## src/rtl/arith_unit.sv

```systemverilog
// arith_unit: multi-cycle signed fixed-point ADD/MUL/DIV with start/busy/done handshake.
// Optional macro AU_SAT_EN: clamp RQ on overflow instead of wrapping to the low W bits.
module arith_unit #(
  parameter int W    = 24,
  parameter int FRAC = 12
) (
  input  logic         clk,
  input  logic         rst_n,
  input  logic         start,
  input  logic [1:0]   op,
  input  logic [W-1:0] R,
  input  logic [W-1:0] S,
  input  logic [W-1:0] I,
  input  logic         msb_R,
  input  logic         msb_S,
  output logic [W-1:0] RQ,
  output logic [W-1:0] RD,
  output logic         busy,
  output logic         done,
  output logic         ovf,
  output logic         div0
);

  localparam int QW = W + FRAC;
  localparam int PW = 2 * W;
  localparam int MW = ((PW - FRAC) > QW) ? (PW - FRAC) : QW;
  localparam int CW = $clog2(QW);

  localparam logic [1:0] ST_IDLE = 2'd0;
  localparam logic [1:0] ST_RUN  = 2'd1;
  localparam logic [1:0] ST_FIX  = 2'd2;

  localparam logic [1:0] OP_ADD = 2'd0;
  localparam logic [1:0] OP_MUL = 2'd1;
  localparam logic [1:0] OP_DIV = 2'd2;

  localparam logic [W-1:0]  MAX_POS = {1'b0, {(W-1){1'b1}}};
  localparam logic [W-1:0]  MIN_NEG = {1'b1, {(W-1){1'b0}}};
  localparam logic [MW-1:0] LIM_POS = MW'(MAX_POS);
  localparam logic [MW-1:0] LIM_NEG = MW'(MIN_NEG);

  logic [1:0]    r_state;
  logic [1:0]    r_op;
  logic [CW-1:0] r_cnt;
  logic [W-1:0]  r_a;
  logic [W-1:0]  r_b;
  logic [W-1:0]  r_i;
  logic          r_sign;
  logic          r_msb_r;
  logic          r_div0;
  logic [PW:0]   r_acc;
  logic [QW-1:0] r_dq;
  logic [W-1:0]  r_rem;

  logic [1:0]    w_op;
  logic [W-1:0]  w_mag_r;
  logic [W-1:0]  w_mag_s;
  logic          w_div0;
  logic [CW-1:0] w_cnt_init;
  logic [W:0]    w_hi_add;
  logic [W:0]    w_rem_sh;
  logic          w_ge;
  logic [W+1:0]  w_sum;
  logic          w_add_ovf;
  logic [MW-1:0] w_mag_q;
  logic          w_md_ovf;
  logic [W-1:0]  w_mag_lo;
  logic [W-1:0]  w_md_res;
  logic [W-1:0]  w_rq;
  logic [W-1:0]  w_rd;
  logic          w_ovf;

  // Operand decode at the accepting edge
  always_comb begin
    w_op    = (op == 2'b11) ? OP_ADD : op;
    w_mag_r = msb_R ? ('0 - R) : R;
    w_mag_s = msb_S ? ('0 - S) : S;
    w_div0  = (w_op == OP_DIV) && (S == '0);
    case (w_op)
      OP_MUL:  w_cnt_init = CW'(W - 1);
      OP_DIV:  w_cnt_init = w_div0 ? '0 : CW'(QW - 1);
      default: w_cnt_init = '0;
    endcase
  end

  // One shift-add step (multiplier in the low half of r_acc) and one restoring-divide step
  always_comb begin
    w_hi_add = r_acc[PW:W] + (r_acc[0] ? {1'b0, r_a} : '0);
    w_rem_sh = {r_rem, r_dq[QW-1]};
    w_ge     = (w_rem_sh >= {1'b0, r_b});
  end

  always_comb begin
    w_sum     = {{2{r_a[W-1]}}, r_a} + {{2{r_b[W-1]}}, r_b} + {{2{r_i[W-1]}}, r_i};
    w_add_ovf = (w_sum[W+1:W-1] != 3'b000) && (w_sum[W+1:W-1] != 3'b111);
    w_mag_q   = (r_op == OP_MUL) ? MW'(r_acc[PW-1:FRAC]) : MW'(r_dq);
    w_md_ovf  = r_sign ? (w_mag_q > LIM_NEG) : (w_mag_q > LIM_POS);
    w_mag_lo  = w_mag_q[W-1:0];
    w_md_res  = r_sign ? ('0 - w_mag_lo) : w_mag_lo;
    w_rq      = '0;
    w_rd      = '0;
    w_ovf     = 1'b0;
    if (r_div0) begin
      w_rq  = r_msb_r ? MIN_NEG : MAX_POS;
      w_ovf = 1'b1;
    end else if (r_op == OP_ADD) begin
      w_rq  = w_sum[W-1:0];
      w_ovf = w_add_ovf;
`ifdef AU_SAT_EN
      if (w_add_ovf) w_rq = w_sum[W+1] ? MIN_NEG : MAX_POS;
`endif
    end else begin
      w_rq  = w_md_res;
      w_rd  = (r_op == OP_MUL) ? r_acc[W-1:0] : r_rem;
      w_ovf = w_md_ovf;
`ifdef AU_SAT_EN
      if (w_md_ovf) w_rq = r_sign ? MIN_NEG : MAX_POS;
`endif
    end
  end

  always_ff @(posedge clk or negedge rst_n) begin
    if (!rst_n) begin
      r_state <= ST_IDLE;
      r_op    <= '0;
      r_cnt   <= '0;
      r_a     <= '0;
      r_b     <= '0;
      r_i     <= '0;
      r_sign  <= 1'b0;
      r_msb_r <= 1'b0;
      r_div0  <= 1'b0;
      r_acc   <= '0;
      r_dq    <= '0;
      r_rem   <= '0;
      RQ      <= '0;
      RD      <= '0;
      busy    <= 1'b0;
      done    <= 1'b0;
      ovf     <= 1'b0;
      div0    <= 1'b0;
    end else begin
      done <= 1'b0;
      case (r_state)
        ST_IDLE: begin
          if (start) begin
            // div0 still passes through one idle RUN cycle so its latency matches ADD
            r_state <= ST_RUN;
            r_op    <= w_op;
            r_cnt   <= w_cnt_init;
            r_a     <= (w_op == OP_ADD) ? R : w_mag_r;
            r_b     <= (w_op == OP_ADD) ? S : w_mag_s;
            r_i     <= I;
            r_sign  <= msb_R ^ msb_S;
            r_msb_r <= msb_R;
            r_div0  <= w_div0;
            r_acc   <= {{(W+1){1'b0}}, w_mag_s};
            r_dq    <= {w_mag_r, {FRAC{1'b0}}};
            r_rem   <= '0;
            busy    <= 1'b1;
          end
        end
        ST_RUN: begin
          if (!r_div0) begin
            case (r_op)
              OP_MUL: r_acc <= {1'b0, w_hi_add, r_acc[W-1:1]};
              OP_DIV: begin
                r_rem <= w_ge ? W'(w_rem_sh - {1'b0, r_b}) : w_rem_sh[W-1:0];
                r_dq  <= {r_dq[QW-2:0], w_ge};
              end
              default: ;
            endcase
          end
          if (r_cnt == '0) r_state <= ST_FIX;
          else             r_cnt   <= r_cnt - CW'(1);
        end
        ST_FIX: begin
          r_state <= ST_IDLE;
          busy    <= 1'b0;
          done    <= 1'b1;
          RQ      <= w_rq;
          RD      <= w_rd;
          ovf     <= w_ovf;
          div0    <= r_div0;
        end
        default: r_state <= ST_IDLE;
      endcase
    end
  end

endmodule

```

## config.mk

```make
export PLATFORM = sky130hd
export DESIGN_NAME = arith_unit
export DESIGN_NICKNAME = d
export VERILOG_FILES = /design/src/rtl/arith_unit.sv
export SDC_FILE = /design/constraint.sdc
export NUM_CORES = 1
export LEC_CHECK = 0
export ABC_CLOCK_PERIOD_IN_PS = 7200
export CAP_MARGIN = 20
export CORE_MARGIN = 2
export CORE_UTILIZATION = 65
export DETAILED_ROUTE_END_ITERATION = 10
export PLACE_DENSITY_LB_ADDON = 0.15
export SLEW_MARGIN = 15
export SYNTH_ARGS = -nofsm -noshare
export SYNTH_HDL_FRONTEND = slang
export SYNTH_SLANG_ARGS = --single-unit
```

## constraint.sdc

```tcl
create_clock -name clk -period 7.2 [get_ports clk]
set_input_delay 1.44 -clock clk [delete_from_list [all_inputs] [get_ports clk]]
set_output_delay 1.44 -clock clk [all_outputs]
set_load 0.005 [all_outputs]
```

==> impl_metrics.csv, run 1 <==
group,metric,value,unit
route,drt_wl_total,52.3,mm
power,power_frac_comb,0.593,
cts,ctsRootBufferMaster,"clkbuf_16",
placement,portBuffers,130,
critical_path,worstSetupPathType,"input pin to flip-flop",
critical_path,ff2ff_path_depth,14,
critical_path,crit_fanout,6,
critical_path,required,7.64,ns
die,die_w,167,µm
cts,hold_buffers,0,
sta,skew,0.0114,ns
die,rows,59,
placement,numPlacedInstances,2469,
cts,clockBufferDepth,3,
sta,fin_setup_tns,0,ns
cells_and_area,final_cells,2527,
power,p_total,0.0103,W
die,core_area,26000,µm²
yosys,syn-cell-area,17200,µm²
critical_path,crit_cells,11,
power,seqPwrFrac,0.263,
global_routing,grt_antenna_before_repair,1,
placement,routabilityCongestion,0.993,
power,ir_drop,0.469,mV
yosys,syn_nets,2278,
global_routing,grt_pass1_wl,82.2,mm
cells_and_area,drive_gt1_frac,0.0493,
route,dr.pass1.iters,5,
critical_path,cpMaxStageDelayCell,"or4_4",
cts,htreeDepth,1,
route,drc,0,
cells_and_area,num_antenna_cells,0,
die,die-area,27800,µm²
die,io_pins,131,
yosys,synthCells,2092,
yosys,synth_seq_cells,245,
sta,final_max_slew_viol_count,0,
route,via_count,16107,
power,cellPowerDensity,523,nW/µm²
power,netSwitchingFraction,0.483,
cells_and_area,final_core_util,0.760,
global_routing,grt_max_degree,152,
cells_and_area,fillCellCount,1953,
critical_path,start_kind,"input pin",
yosys,synth_edf_count,0,
yosys,synthFlopType,"dfrtp_1",
cells_and_area,fin_nets,2356,
critical_path,cp_cell_sequence,"clkdlybuf4s50_1 -> inv_1 -> ha_1 -> or3b_1 -> or4_4 -> or4_4 -> or4_4 -> a21oi_2 -> or3_1 -> o21ai_1 -> mux2_4",
global_routing,grt_pass1_vias,15003,
worst_hold_path,holdPathStages,2,
yosys,synthTopCellsByArea,"dfrtp_1, nand2_1, o21ai_0, ha_1, a21oi_1",
route,ant_nets,0,
critical_path,cp_top_family,"simple AND/OR/NAND/NOR gates",
power,clockPowerShare,0.143,
sta,worst_slew_pin_slew,0.974,ns
yosys,synthTopCellsByCount,"nand2_1, o21ai_0, dfrtp_1",
run_status,outcome,"complete, no violations",
cts,cts_buffers,28,
worst_hold_path,hp-class,"flip-flop to flip-flop",
cts,cts.sinks,245,
cts,post_cts_resized,0,
cts,cts_tree,"done",
yosys,synthArstFlopShare,1.00,
run,drv_cap,0,
die,die_h,167,µm
cells_and_area,area_delta_synth_final,14.8,%
power,p_leak,8.82,nW
critical_path,worst_path_most_repeated_cell,"or4_4",
placement,hpwl,39.2,mm
sta,max_freq,225,MHz
critical_path,path_buf_inv,2,
sta,post-route-min-period,4.44,ns
cts,postCtsSetupBuffers,0,
yosys,yosysTopAreaCell,"dfrtp_1",
yosys,syn_area_per_cell,8.22,µm²
sta,hold_violations,0,
sta,slew_headroom,0.349,
cts,clock_latency,0.56,ns
yosys,ys_types,70,
critical_path,slowest_delay,0.55,ns
power,p_int,0.00533,W
route,wl_per_cell,20.7,µm
route,drt_iter0_drc,1815,
power,switchingPower,0.00499,W
global_routing,grtUsageTotal,0.372,
route,vias_per_cell,6.37,
sta,setup_viol,0,
yosys,synth.most_common_cell,"nand2_1",
critical_path,end_kind,"flip-flop",
cts,clk_pin_slew,0.06,ns
die,initial_core_util,0.661,
global_routing,grt_overflow,0,
sta,rsz0062_at_grt,"false",
yosys,yosys.area.top_type_share,0.357,
yosys,ys_seq_area_frac,0.357,
yosys,ys.warnings.count,0,
critical_path,cp.arrival,4.88,ns
sta,period_share,0.617,
-- path summary, 6_finish.rpt --
kind / startpoint / end / slack [ns]
max in group asynchronous: rst_n / r_b[18]$_DFFE_PN0P_ / 5.06
hold reg to reg: RD[1]$_DFFE_PN0P_ / RD[1]$_DFFE_PN0P_ / 0.48
setup / recovery: S[0] / r_cnt[1]$_DFFE_PN0P_ / 2.76
hold / removal: RD[1]$_DFFE_PN0P_ / RD[1]$_DFFE_PN0P_ / 0.48
min in group asynchronous: rst_n / r_i[20]$_DFFE_PN0P_ / 0.85
setup reg to reg: r_op[0]$_DFFE_PN0P_ / RQ[18]$_DFFE_PN0P_ / 3.05
-- cells in the final DEF, fill, tap and decap left out, types with 13 or more instances in the layout --
master           synthesis  final
nand3_1                 38     38
clkbuf_16                0     28
nand2_1                363    363
ha_1                    80     80
a21o_1                  27     27
dfrtp_1                245    245
nor2_1                 177    173
o31ai_1                 24     24
a31oi_1                 21     21
xor2_1                  79     79
mux2i_1                 46     46
a21oi_1                150    150
nor2b_1                 18     17
fa_1                    27     27
nor4_1                  13     13
o21ai_0                249    249
or3_1                   22     22
inv_1                   58     58
nand2b_1                19     19
nor3_1                  32     31
and2_1                  36     36
a211oi_1                19     19
buf_4                    1     16
xnor2_1                 81     81
o21a_1                  14     14
clkdlybuf4s50_1          0    129
-- cells by family (layout without fill, tap and decap cells) --
family                   count (synthesis)  count (layout)  share of synthesized area
buffers and inverters                  164             264                     0.0361
flip-flops                             245             245                      0.357
AO/OA/AOI/OAI                          584             584                      0.200
XOR/XNOR                               160             160                     0.0815
multiplexers                            52              52                     0.0309
AND/OR/NAND/NOR                        780             780                      0.205
adder cells (fa/ha/maj)                107             107                     0.0897
-- registers in the layout, indices dropped and copies added, names as in the netlist, 2 cells and up --
signal	count
r_acc	48
r_dq	36
RD	24
RQ	24
r_a	24
r_b	24
r_i	24
r_rem	24
r_cnt	6
r_op	2
r_state	2
-- through the flow --
stage | hold WS (ns) | setup WS, ns | instance area (µm²)
floorplan | 0.463 | 3.02 | 17200
global placement | 0.459 | 2.32 | 18700
detailed placement | 0.469 | 2.25 | 18700
CTS | 0.484 | 2.82 | 19700
global route | 0.499 | 2.67 | 19700
finish | 0.476 | 2.76 | 19700
-- routing by layer --
layer  vias up  share of wire  GRT usage
met5         -        0.00017          0
met4         2          0.043      0.144
met3       119           0.10     0.0820
met2       775           0.42      0.550
met1      7751           0.43      0.538
li1       7460              -          -
-- tightest hold or removal path, stage by stage (launching register included) --
cell	delay (ns)
dfrtp_1	0.34
nand2_1	0.04
o21ai_0	0.06
-- power groups by stage --
stage,Clock (W),Combinational (W),Sequential (W)
CTS,0.00149,0.00598,0.00267
global placement,0,0.00575,0.00266
global route,0.00154,0.00678,0.00276
detailed placement,0,0.00593,0.00268
finish,0.00148,0.00612,0.00272
floorplan,0,0.00440,0.00232
-- final cells by class --
type	instances	area, µm²	share of cell area
Clock buffer	34	773	0.0392
Clock inverter	18	191	0.00970
Inverter	59	221	0.0112
Multi-Input combinational cell	1683	10500	0.531
Sequential cell	245	6130	0.311
Tap cell	335	419	0.0212
Timing Repair Buffer	153	1520	0.0771
Note: power is estimated with default switching activity, not from simulation.
==> run 2, diff against run 1 <==
Settings changed: ABC_CLOCK_PERIOD_IN_PS 7200 to 4340, CORE_UTILIZATION 65 to 60.
Clock period 7.2 ns to 4.34 ns, I/O delays scaled along.
==> impl_metrics.csv, run 2 (synthesized netlist as in run 1, its figures left out) <==
group,metric,value,unit
run_status,outcome,"complete, no violations",
route,wl_per_cell,20.4,µm
die,die_w,173,µm
die,io_pins,131,
power,ir_drop,0.431,mV
cts,cts_tree,"done",
power,p_leak,8.92,nW
critical_path,slowest_delay,0.53,ns
cells_and_area,fin_nets,2379,
cts,clockBufferDepth,3,
route,vias_per_cell,6.16,
cells_and_area,area_delta_synth_final,16.1,%
cells_and_area,fillCellCount,2276,
power,cellPowerDensity,866,nW/µm²
route,ant_nets,0,
global_routing,grt_pass1_wl,83.8,mm
cells_and_area,largest_register_ffs,48,
critical_path,reg2reg_slack,0.74,ns
cts,clk_pin_slew,0.06,ns
sta,slew_headroom,0.261,
cells_and_area,drive_gt1_frac,0.0565,
die,initial_core_util,0.614,
global_routing,grt_pass1_vias,14984,
sta,rsz0062_at_grt,"false",
sta,final_max_slew_viol_count,0,
run,drv_cap,0,
die,die-area,30000,µm²
placement,portBuffers,130,
die,rows,61,
critical_path,end_kind,"flip-flop",
cells_and_area,largest_registers,"r_acc x48, r_dq x36",
critical_path,r2r_start,"r_b[11]$_DFFE_PN0P_",
route,drc,0,
global_routing,grt_antenna_before_repair,1,
cells_and_area,layout_commonest_cell,"nand2_1",
global_routing,grt_max_degree,113,
sta,fin_setup_tns,0,ns
sta,period_share,0.866,
critical_path,cp_cell_sequence,"clkdlybuf4s50_1 -> inv_1 -> ha_1 -> or3b_1 -> or4_4 -> or4_4 -> or4_4 -> a21oi_2 -> or3_1 -> o21ai_1 -> mux2_4",
critical_path,ff2ff_path_depth,10,
critical_path,crit_fanout,5,
critical_path,cp.arrival,4.19,ns
sta,skew,0.00949,ns
cts,hold_buffers,0,
placement,preCtsSetupSlack,0.0354,ns
route,drt_iter0_drc,1447,
critical_path,timing.rr.end,"r_rem[10]$_DFFE_PN0P_",
global_routing,grtUsageTotal,0.351,
cells_and_area,regMostFlops,"r_acc",
cells_and_area,mostFrequentLayoutCells,"nand2_1, o21ai_0, dfrtp_1, nor2_1, a21oi_1",
route,drt_wl_total,52.9,mm
critical_path,worstSetupPathType,"input pin to flip-flop",
sta,post-route-min-period,3.76,ns
sta,hold_violations,0,
cts,cts_buffers,28,
cts,htreeDepth,1,
critical_path,required,4.78,ns
global_routing,grt_overflow,0,
die,die_h,173,µm
cts,cts.sinks,245,
sta,max_freq,266,MHz
route,via_count,15961,
sta,setup_viol,0,
cts,clock_latency,0.55,ns
cts,post_cts_resized,0,
sta,setup_slack,0.582,ns
critical_path,start_kind,"input pin",
critical_path,worst_path_most_repeated_cell,"or4_4",
sta,worst_slew_pin_slew,1.11,ns
route,dr.pass1.iters,6,
die,core_area,28000,µm²
cts,ctsRootBufferMaster,"clkbuf_16",
critical_path,cpMaxStageDelayCell,"or4_4",
cts,postCtsSetupBuffers,0,
placement,hpwl,40.0,mm
placement,routabilityCongestion,0.996,
worst_hold_path,hp-class,"input pin to asynchronous set/reset pin",
## run 2: changes by cell type in the layout (fill, tap and decap cells not counted), moves of 2 or more
cell and change:
buf_12 -2, clkinv_2 -8, clkbuf_1 +4, buf_4 +29
## run 2: critical path, delay by kind of cell
kind | cells | cell delay, ns
buffers and inverters | 2 | 0.62
and+or+nand+nor | 5 | 2.03
muxes | 1 | 0.26
adders and majority gates | 1 | 0.20
AOI/OAI and AO/OA | 2 | 0.20
## run 2: how the worst max path moves through the flow
| stage | start | end | slack [ns] | depth (start not counted) |
|---|---|---|---|---|
| after detailed placement | S[0] | r_cnt[1]$_DFFE_PN0P_ | 0.04 | 11 |
| after global placement | S[0] | r_cnt[1]$_DFFE_PN0P_ | 0.14 | 11 |
| final | S[0] | r_cnt[1]$_DFFE_PN0P_ | 0.58 | 11 |
| after global routing | S[0] | r_cnt[1]$_DFFE_PN0P_ | 0.50 | 11 |
| after floorplan | S[0] | r_cnt[1]$_DFFE_PN0P_ | 0.73 | 10 |
| after CTS | S[0] | r_cnt[1]$_DFFE_PN0P_ | 0.60 | 11 |
## run 2: area by class of cell
class / instances / area (µm²) / area share
clock buffer: 40 / 817 / 0.0409
multi-input combinational: 1683 / 10500 / 0.525
antenna: 1 / 2.50 / 0.000125
tap: 378 / 473 / 0.0237
inverter: 59 / 221 / 0.0111
sequential: 245 / 6130 / 0.307
timing repair buffer: 176 / 1660 / 0.0834
clock inverter: 11 / 173 / 0.00865
## run 2: where the power goes
group	internal [W]	switching, W	total (W)
Sequential	0.00319	0.00126	0.00445
Clock	0.00155	0.000984	0.00253
Combinational	0.00426	0.00605	0.0103
Total	0.00900	0.00829	0.0173
## run 2: per-stage QoR
stage / area, µm² / std cells / power [W] / hold WS (ns) / util
2_1_floorplan: 17200 / 2092 / 0.0112 / 0.463 / -
3_3_place_gp: 19000 / 2541 / 0.0142 / 0.460 / 0.677
3_5_place_dp: 19000 / 2541 / 0.0145 / 0.469 / 0.677
4_1_cts: 20000 / 2592 / 0.0171 / 0.453 / 0.712
5_1_grt: 20000 / 2592 / 0.0186 / 0.482 / 0.712
6_report: 20000 / 2593 / 0.0173 / 0.417 / 0.712
## run 2: metal layers
metal / part of all wire / global-route usage / wire (µm) / vias up
li1: - / - / - / 7489
met1: 0.44 / 0.525 / 23300 / 7606
met4: 0.035 / 0.117 / 1870 / 0
met3: 0.11 / 0.0798 / 5800 / 92
met5: 0 / 0 / 0 / -
met2: 0.41 / 0.504 / 21900 / 774
